### config.mk
export PLATFORM = sky130hd
export DESIGN_NAME = hart_sequencer
export DESIGN_NICKNAME = d
export VERILOG_FILES = /design/src/rtl/isa_types.sv /design/src/rtl/mem_wait_timer.sv /design/src/rtl/hart_sequencer.sv
export SDC_FILE = /design/constraint.sdc
export NUM_CORES = 1
export LEC_CHECK = 0
export ABC_AREA = 1
export CAP_MARGIN = 0
export CORE_MARGIN = 8
export CORE_UTILIZATION = 49
export DETAILED_ROUTE_END_ITERATION = 8
export PLACE_DENSITY = 0.75
export SYNTH_ARGS = -nofsm -noshare
export SYNTH_HDL_FRONTEND = slang
export SYNTH_HIERARCHICAL = 1
export SYNTH_SLANG_ARGS = --single-unit
### constraint.sdc
create_clock -name clk -period 3.3 [get_ports clk]
set_clock_uncertainty 0.1 [all_clocks]
set_input_delay 0.495 -clock clk [delete_from_list [all_inputs] [get_ports clk]]
set_output_delay 0.495 -clock clk [all_outputs]
set_load 0.1 [all_outputs]
### src/rtl/isa_types.sv
// Shared types for the hart sequencer: pipeline stage encoding, halt-cause
// codes and the major opcode field of the instruction being executed.
package isa_types;

  // Sequencer state, also exported on the debug stage port.
  typedef enum logic [2:0] {
    FETCH     = 3'd0,
    DECODE    = 3'd1,
    EXECUTE   = 3'd2,
    MEM       = 3'd3,
    WRITEBACK = 3'd4,
    HALT      = 3'd5
  } stage_t;

  // Halt cause reported on the fault port.
  localparam logic [1:0] FAULT_NONE    = 2'd0;
  localparam logic [1:0] FAULT_ILLEGAL = 2'd1;
  localparam logic [1:0] FAULT_BUS     = 2'd2;

  // Major opcode field (instr[6:0]) as produced by the instruction decoder.
  // Values outside this list reach the sequencer unchanged and are illegal.
  typedef enum logic [6:0] {
    LOAD   = 7'b0000011,
    OP_IMM = 7'b0010011,
    AUIPC  = 7'b0010111,
    STORE  = 7'b0100011,
    OP     = 7'b0110011,
    LUI    = 7'b0110111,
    BRANCH = 7'b1100011,
    JALR   = 7'b1100111,
    JAL    = 7'b1101111
  } opcode_t;

endpackage

### src/rtl/mem_wait_timer.sv
// Counts cycles spent waiting on the shared memory port.
//   clk, rst_n : clock, asynchronous active-low reset
//   clear      : zero the count (takes priority over busy)
//   busy       : a request is outstanding and was not acknowledged this cycle
//   timeout    : the registered count has reached LIMIT
module mem_wait_timer #(
  parameter int unsigned LIMIT = 255
) (
  input  logic clk,
  input  logic rst_n,
  input  logic clear,
  input  logic busy,
  output logic timeout
);

  // One spare code: the count may step once past LIMIT on the cycle the
  // sequencer leaves for HALT, and must not wrap back into range.
  localparam int unsigned W = $clog2(LIMIT + 2);

  logic [W-1:0] count_q;

  // NOTE: sequential state uses non-blocking assignment so every flop samples
  // the pre-edge value of its neighbours regardless of evaluation order.
  always_ff @(posedge clk or negedge rst_n) begin
    if (!rst_n) begin
      count_q <= '0;
    end else if (clear) begin
      count_q <= '0;
    end else if (busy) begin
      count_q <= count_q + 1'b1;
    end
  end

  assign timeout = (count_q == W'(LIMIT));

endmodule

### src/rtl/hart_sequencer.sv
// Multi-cycle control sequencer for a single-ported RISC-V style hart.
// Walks FETCH -> DECODE -> EXECUTE -> [MEM] -> [WRITEBACK] and emits the
// datapath strobes as decodes of the current stage, opcode and mem_ack.
//   clk, rst_n     : clock, asynchronous active-low reset
//   opcode         : major opcode of the latched instruction
//   mem_req/we/sel : shared memory port request, write strobe, address mux
//   mem_ack        : one-cycle memory completion pulse
//   ir_load        : capture read data into the instruction register
//   rf_we, pc_we   : register file and PC write enables
//   stage          : current stage (debug)
//   halted, fault  : sticky halt flag and its cause
//   instret        : 64-bit retired-instruction counter
module hart_sequencer
  import isa_types::*;
#(
  parameter int unsigned MEM_TIMEOUT = 255
) (
  input  logic        clk,
  input  logic        rst_n,
  input  opcode_t     opcode,
  output logic        mem_req,
  output logic        mem_we,
  output logic        mem_sel,
  input  logic        mem_ack,
  output logic        ir_load,
  output logic        rf_we,
  output logic        pc_we,
  output stage_t      stage,
  output logic        halted,
  output logic [1:0]  fault,
  output logic [63:0] instret
);

  stage_t      stage_q, stage_d;
  logic [1:0]  fault_q, fault_d;
  logic [63:0] instret_q;
  // Low during reset and for the first cycle after it, so mem_req only rises
  // on the first clock edge after rst_n deasserts and drops the moment reset
  // asserts.
  logic        active_q;
  logic        wait_expired;
  logic        timer_clear;
  logic        timer_busy;

  mem_wait_timer #(
    .LIMIT (MEM_TIMEOUT)
  ) u_wait_timer (
    .clk     (clk),
    .rst_n   (rst_n),
    .clear   (timer_clear),
    .busy    (timer_busy),
    .timeout (wait_expired)
  );

  // NOTE: every output of this block gets a default before the case, so no
  // path leaves a signal unassigned and no latch is inferred.
  always_comb begin
    stage_d = stage_q;
    fault_d = fault_q;
    mem_req = 1'b0;
    mem_we  = 1'b0;
    mem_sel = 1'b0;
    ir_load = 1'b0;
    rf_we   = 1'b0;
    pc_we   = 1'b0;

    if (active_q) begin
      case (stage_q)
        FETCH: begin
          mem_req = 1'b1;
          // An ack in the same cycle the count hits the limit still wins.
          if (mem_ack) begin
            ir_load = 1'b1;
            stage_d = DECODE;
          end else if (wait_expired) begin
            stage_d = HALT;
            fault_d = FAULT_BUS;
          end
        end

        DECODE: stage_d = EXECUTE;

        EXECUTE: begin
          case (opcode)
            LOAD, STORE:                     stage_d = MEM;
            OP, OP_IMM, LUI, AUIPC, JAL, JALR: stage_d = WRITEBACK;
            BRANCH: begin
              pc_we   = 1'b1;
              stage_d = FETCH;
            end
            default: begin
              stage_d = HALT;
              fault_d = FAULT_ILLEGAL;
            end
          endcase
        end

        MEM: begin
          mem_req = 1'b1;
          mem_sel = 1'b1;
          mem_we  = (opcode == STORE);
          if (mem_ack) begin
            if (opcode == STORE) begin
              pc_we   = 1'b1;
              stage_d = FETCH;
            end else begin
              stage_d = WRITEBACK;
            end
          end else if (wait_expired) begin
            stage_d = HALT;
            fault_d = FAULT_BUS;
          end
        end

        WRITEBACK: begin
          rf_we   = 1'b1;
          pc_we   = 1'b1;
          stage_d = FETCH;
        end

        HALT: stage_d = HALT;

        default: stage_d = HALT;
      endcase
    end
  end

  // Acks are only meaningful while a request is outstanding; elsewhere they
  // neither clear nor advance the wait counter.
  assign timer_clear = (mem_req && mem_ack) ||
                       (((stage_d == FETCH) || (stage_d == MEM)) && (stage_d != stage_q));
  assign timer_busy  = mem_req && !mem_ack;

  always_ff @(posedge clk or negedge rst_n) begin
    if (!rst_n) begin
      stage_q   <= FETCH;
      fault_q   <= FAULT_NONE;
      instret_q <= '0;
      active_q  <= 1'b0;
    end else begin
      active_q <= 1'b1;
      stage_q  <= stage_d;
      fault_q  <= fault_d;
      // pc_we is never raised in HALT, so this counts retirements only.
      if (pc_we) begin
        instret_q <= instret_q + 64'd1;
      end
    end
  end

  assign stage   = stage_q;
  assign halted  = (stage_q == HALT);
  assign fault   = fault_q;
  assign instret = instret_q;

endmodule

# Yosys cells after proc, flatten, opt, wreduce, memory -nomap -nowiden
# Cells that the tools add are included.
# classes
n_addsub	2
n_eq_ne	20
n_mux	29
n_reduce_logical	15
# op_table
op	count
$add 64x1->64 const B	1
$eq 7x6->1 const B	3
$eq 7x7->1 const B	3
$mux 9	2
$mux 1	15
$mux 3	5
$pmux 3 s5	1
$eq 7x5->1 const B	2
$add 9x1->9 const B	1
$eq 3x2->1 const B	3
$eq 9x8->1 const B	1
$pmux 3 s3	1
$reduce_or 9->1	1
$eq 7x2->1 const B	1
$eq 3x3->1 const B	2
$logic_not 3->1	2
$mux 2	3
$reduce_or 6->1	1
$reduce_and 5->1	1
$ne 2x2->1 const B	2
$pmux 2 s2	1
$reduce_bool 2->1	2
$reduce_or 2->1	2
$eq 3x1->1 const B	1
6 further kinds	9
# totals
regBits	79
out_inout_bits	76
word_cells	71

# Longest topological paths before layout
# depth
ltp_word	10
depth_mapped	21
depth_no_buf	21

# Modules after synthesis
# The synthesis kept the hierarchy.
# modules_own_cells
mod	n_inst	cells_each	area_each_um2	seq_area_each_um2
hart_sequencer	1	715	4897.2	1751.7
mem_wait_timer	1	63	504.2	225.2

# Worst setup path before layout
# OpenSTA, ideal clock, no wires.
# synth_timing
path_kind	reg-to-output
startpoint	register stage_q[1] (netlist: stage[1])
endpoint	output mem_we
t_arrival_ns	3.421
setup_slack_ns	-0.716
stages_incl_launch_ff	3
path_buffers	0
cell_sequence	dfrtp_1 -> nand3_1 -> nor3_1
# synth_via
elab_chain_cells	3
# synth_rtl
item	line_no	source
start: declaration	hart_sequencer.sv:34	stage_t stage_q, stage_d;
start signal: assignment	hart_sequencer.sv:142	stage_q <= stage_d;
$eq 3x2->1	hart_sequencer.sv:68	case (stage_q)
$mux 1	hart_sequencer.sv:68	
$mux 1	hart_sequencer.sv:67	if (active_q) begin
end: declaration	hart_sequencer.sv:22	output logic mem_we,
# Every way passes these cells.

# Worst setup path in the final report
# layout_timing
startpoint	register u_wait_timer.count_q[1]
endpoint	register u_wait_timer.count_q[3]
# layout_via
elab_chain_cells	10
# layout_rtl
item	line_no	source
start: declaration	mem_wait_timer.sv:20	logic [W-1:0] count_q;
start signal: assignment	mem_wait_timer.sv:30	count_q <= count_q + 1'b1;
$eq 9x8->1 (*)	mem_wait_timer.sv:34	assign timeout = (count_q == W'(LIMIT));
via wait_expired	hart_sequencer.sv:41	logic wait_expired;
$mux 3 (*)	hart_sequencer.sv:75, hart_sequencer.sv:109	
$mux 3, on equally long branches	hart_sequencer.sv:102, hart_sequencer.sv:72	
$pmux 3 s5 (*)	hart_sequencer.sv:68	
$mux 3 (*)	hart_sequencer.sv:67	
$eq 3x2->1 or $logic_not 3->1 (tied branches)	hart_sequencer.sv:131	(((stage_d == FETCH) || (stage_d == MEM)) && (stage_d != stage_q));
$logic_or 1x1->1	hart_sequencer.sv:131	
$logic_and 1x1->1 (*)	hart_sequencer.sv:131	
$logic_or 1x1->1 (*)	hart_sequencer.sv:130	assign timer_clear = (mem_req && mem_ack) ||
via timer_clear	hart_sequencer.sv:42	logic timer_clear;
$mux 9 or $reduce_bool 2->1 (tied branches)	-	
# Mark *: on every way through the listed nets, which the timed path passes. The rest lies on a longest branch. The select of a mux whose other input is x is not followed.
# A chain may end at the register's enable or synchronous reset.

==> impl_metrics.ini <==
[status]
status = completed

[placement]
dp_worst_setup_slack_ns = 0.4931
dpl-instance-area_um2 = 6206
hpwl_um = 13530
port_buffers = 85
gp_congestion = 0.8911

[synthesis]
synth_cells = 778
synth_area_leaders = dfrtp_1, nand2_1, nor2_1, xor2_1, inv_1
ys_warn_count = 6
yosysTopAreaCell = dfrtp_1
synth.top_cell.area_share_pct = 36.60
syn-num-nets = 791
syn_area_per_cell_um2 = 6.943
netlist-cell-type-count = 32
synth_area_um2 = 5401
ys_seq_area_share_pct = 36.60
synth-seq-cells = 79

[floorplan]
start_util_pct = 50.05
num_rows = 38
core_region_area_um2 = 10790
die_w_um = 121.0
die_h_um = 121.0
pin_count = 86
dieArea_um2 = 14640

[cells_and_area]
final_util_pct = 59.85
final_cell_mix = nand2_1, nor2_1, inv_1
n_antenna_cell = 0
nets = 877
final_common_cell = nand2_1
syn_to_final_growth_pct = 19.60
fin_area_um2 = 6460
drive_gt1_share_pct = 16.69

[timing]
hold_viol_final = 0
fin_tns_setup_ns = 0
whs_ns = 0.2007
worstMarginPinSlew_ns = 1.044
slew_headroom_pct = 30.42
setup_violations = 0
rsz0062_at_grt = false
period_share_pct = 85.12
setup_slack_ns = 0.4911
max_freq_ghz = 0.3560
period_minus_slack_ns = 2.809
final_max_slew_viol_count = 0

[global_routing]
first_global_vias = 5158
use_met2_pct = 39.27
grt_usage_pct = 24.14
use_met3_pct = 3.816
grt_max_degree = 80
busiest_layer = met2
overflow = 0
antenna_found_initial = 0
global_route.usage.met1_pct = 31.18
grt_pass1_wl_um = 27610

[power_and_ir_drop]
vdd.ir_drop.worst_v = 0.0007101
seqPwrFrac_pct = 28.3
p_leak_nw = 2.845
p_switching_mw = 2.576
intPower_mw = 2.134
combPwrFrac_pct = 51.8
switching_share_pct = 54.69
power_density_nw_per_um2 = 729.1
power_frac_clock_pct = 19.9

[critical_path]
r2r_slack_ns = 0.49
startpoint = u_wait_timer/count_q[1]
r2r-start = u_wait_timer/count_q[1]
cp.arrival_ns = 2.97
reg2regPathDepth = 20
path_cells = ha_1, nand2_1, nor4_1, ha_1, nor2_1, nand2_1, nand3_1, nand2_1, nor2_1, nand2_1, nand2_1, nand2_1, nand2_1, nand3_1, nand2_1, nor2_4, nor2_4, nand2_1, o21ai_0, nor2_1
critical_path_class = flip-flop to flip-flop
worst_path_max_delay_cell = dfrtp_1
critPathLaunchType = flip-flop
worst-path-max-fanout = 6
end_kind = flip-flop
max_stage_delay_ns = 0.41
cp.required_ns = 3.46
cp_num_buf_inv = 0
cpMostUsedCell = nand2_1
rr_endpoint = u_wait_timer/count_q[3]
cpLargestDelayFamily = simple AND/OR/NAND/NOR gates
critical_path.endpoint = u_wait_timer/count_q[3]
cp_num_cells = 20

[route]
avgViaCountPerCell = 5.280
route.detailed.drc = 0
ant_nets = 0
wire_per_inst_um = 17.07
wl_um = 17220
vias = 5328
drt_iter0_drc = 483
first_pass_iters = 7

[cts]
clock_path_buffers = 2
postCtsSetupRepairBufs = 0
cts_tree = built
htreeDepth = 3
clock_sinks = 79
hold_buffers = 0
clock-root-buffer = clkbuf_8
clk_pin_slew_ns = 0.09
cts_resized = 0
clock_latency_ns = 0.37
numCtsBuffers = 9

[run]
drv_cap = 0

[min_path]
min_path_type = input port to asynchronous set/reset pin
## kinds of logic (layout without fill, tap and decap cells)
| kind of cell | Yosys count | after routing | synth area share (%) |
|---|---|---|---|
| flip-flops | 79 | 79 | 36.60 |
| AO/OA/AOI/OAI | 51 | 51 | 5.235 |
| XOR/XNOR | 55 | 55 | 8.918 |
| adder cells (fa/ha/maj) | 3 | 3 | 0.6950 |
| buffers and inverters | 98 | 189 | 7.899 |
| other | 1 | 1 | 0.06943 |
| AND/OR/NAND/NOR | 491 | 491 | 40.58 |
## through the flow
stage          cells  power [mW]
6_report        1009       4.710
5_1_grt         1009       4.925
4_1_cts         1009       4.722
3_5_place_dp     993       3.788
3_3_place_gp     993       3.759
2_1_floorplan    778       3.243
## Yosys cell counts, drive strengths merged
master / count
nor3: 41
clkinv: 1
nand2: 269
nand4: 21
nor3b: 1
xnor2: 16
a21oi: 5
o22ai: 1
conb: 1
xor2: 39
or2: 1
ha: 3
nor2: 116
o211ai: 2
a21boi: 2
buf: 12
dfrtp: 79
nor4: 1
o21ai: 41
inv: 85
nand3: 41
## state kept, by name, summed over array words and instances, names as in the netlist
| signal | flops |
|---|---|
| fault | 2 |
| stage | 3 |
| active_q | 1 |
| instret | 64 |
| u_wait_timer/count_q | 9 |
## power groups by stage
stage | logic [mW] | clock network [mW] | registers, mW
2_1_floorplan | 0.872 | 0 | 2.37
3_3_place_gp | 2.42 | 0 | 1.34
3_5_place_dp | 2.44 | 0 | 1.35
4_1_cts | 2.45 | 0.948 | 1.33
5_1_grt | 2.58 | 0.991 | 1.35
6_report | 2.44 | 0.937 | 1.34
## worst min path at each step
stage	from	endpoint	cells past startpoint
2_1_floorplan	rst_n	active_q	0
3_3_place_gp	u_wait_timer/count_q[1]	u_wait_timer/count_q[1]	2
3_5_place_dp	fault[1]	fault[1]	2
4_1_cts	rst_n	instret[9]	1
5_1_grt	rst_n	instret[9]	1
6_report	rst_n	instret[8]	1
## layout make-up
class                   instances  area [um^2]
fillers                      1037         4333
multi-input cells             601         3020
flip-flops and latches         79         1977
repair buffers                 87        710.7
inverters                      86        322.8
well taps                     140        175.2
clock buffers                  10        137.6
clock inverters                 6        116.4
## routing by layer
layer	share of wire, %	up-vias
li1	-	2616
met1	44	2503
met4	2.6	0
met2	48	181
met3	5.8	28
met5	0	-
Note: power is estimated with default switching activity, not from simulation.
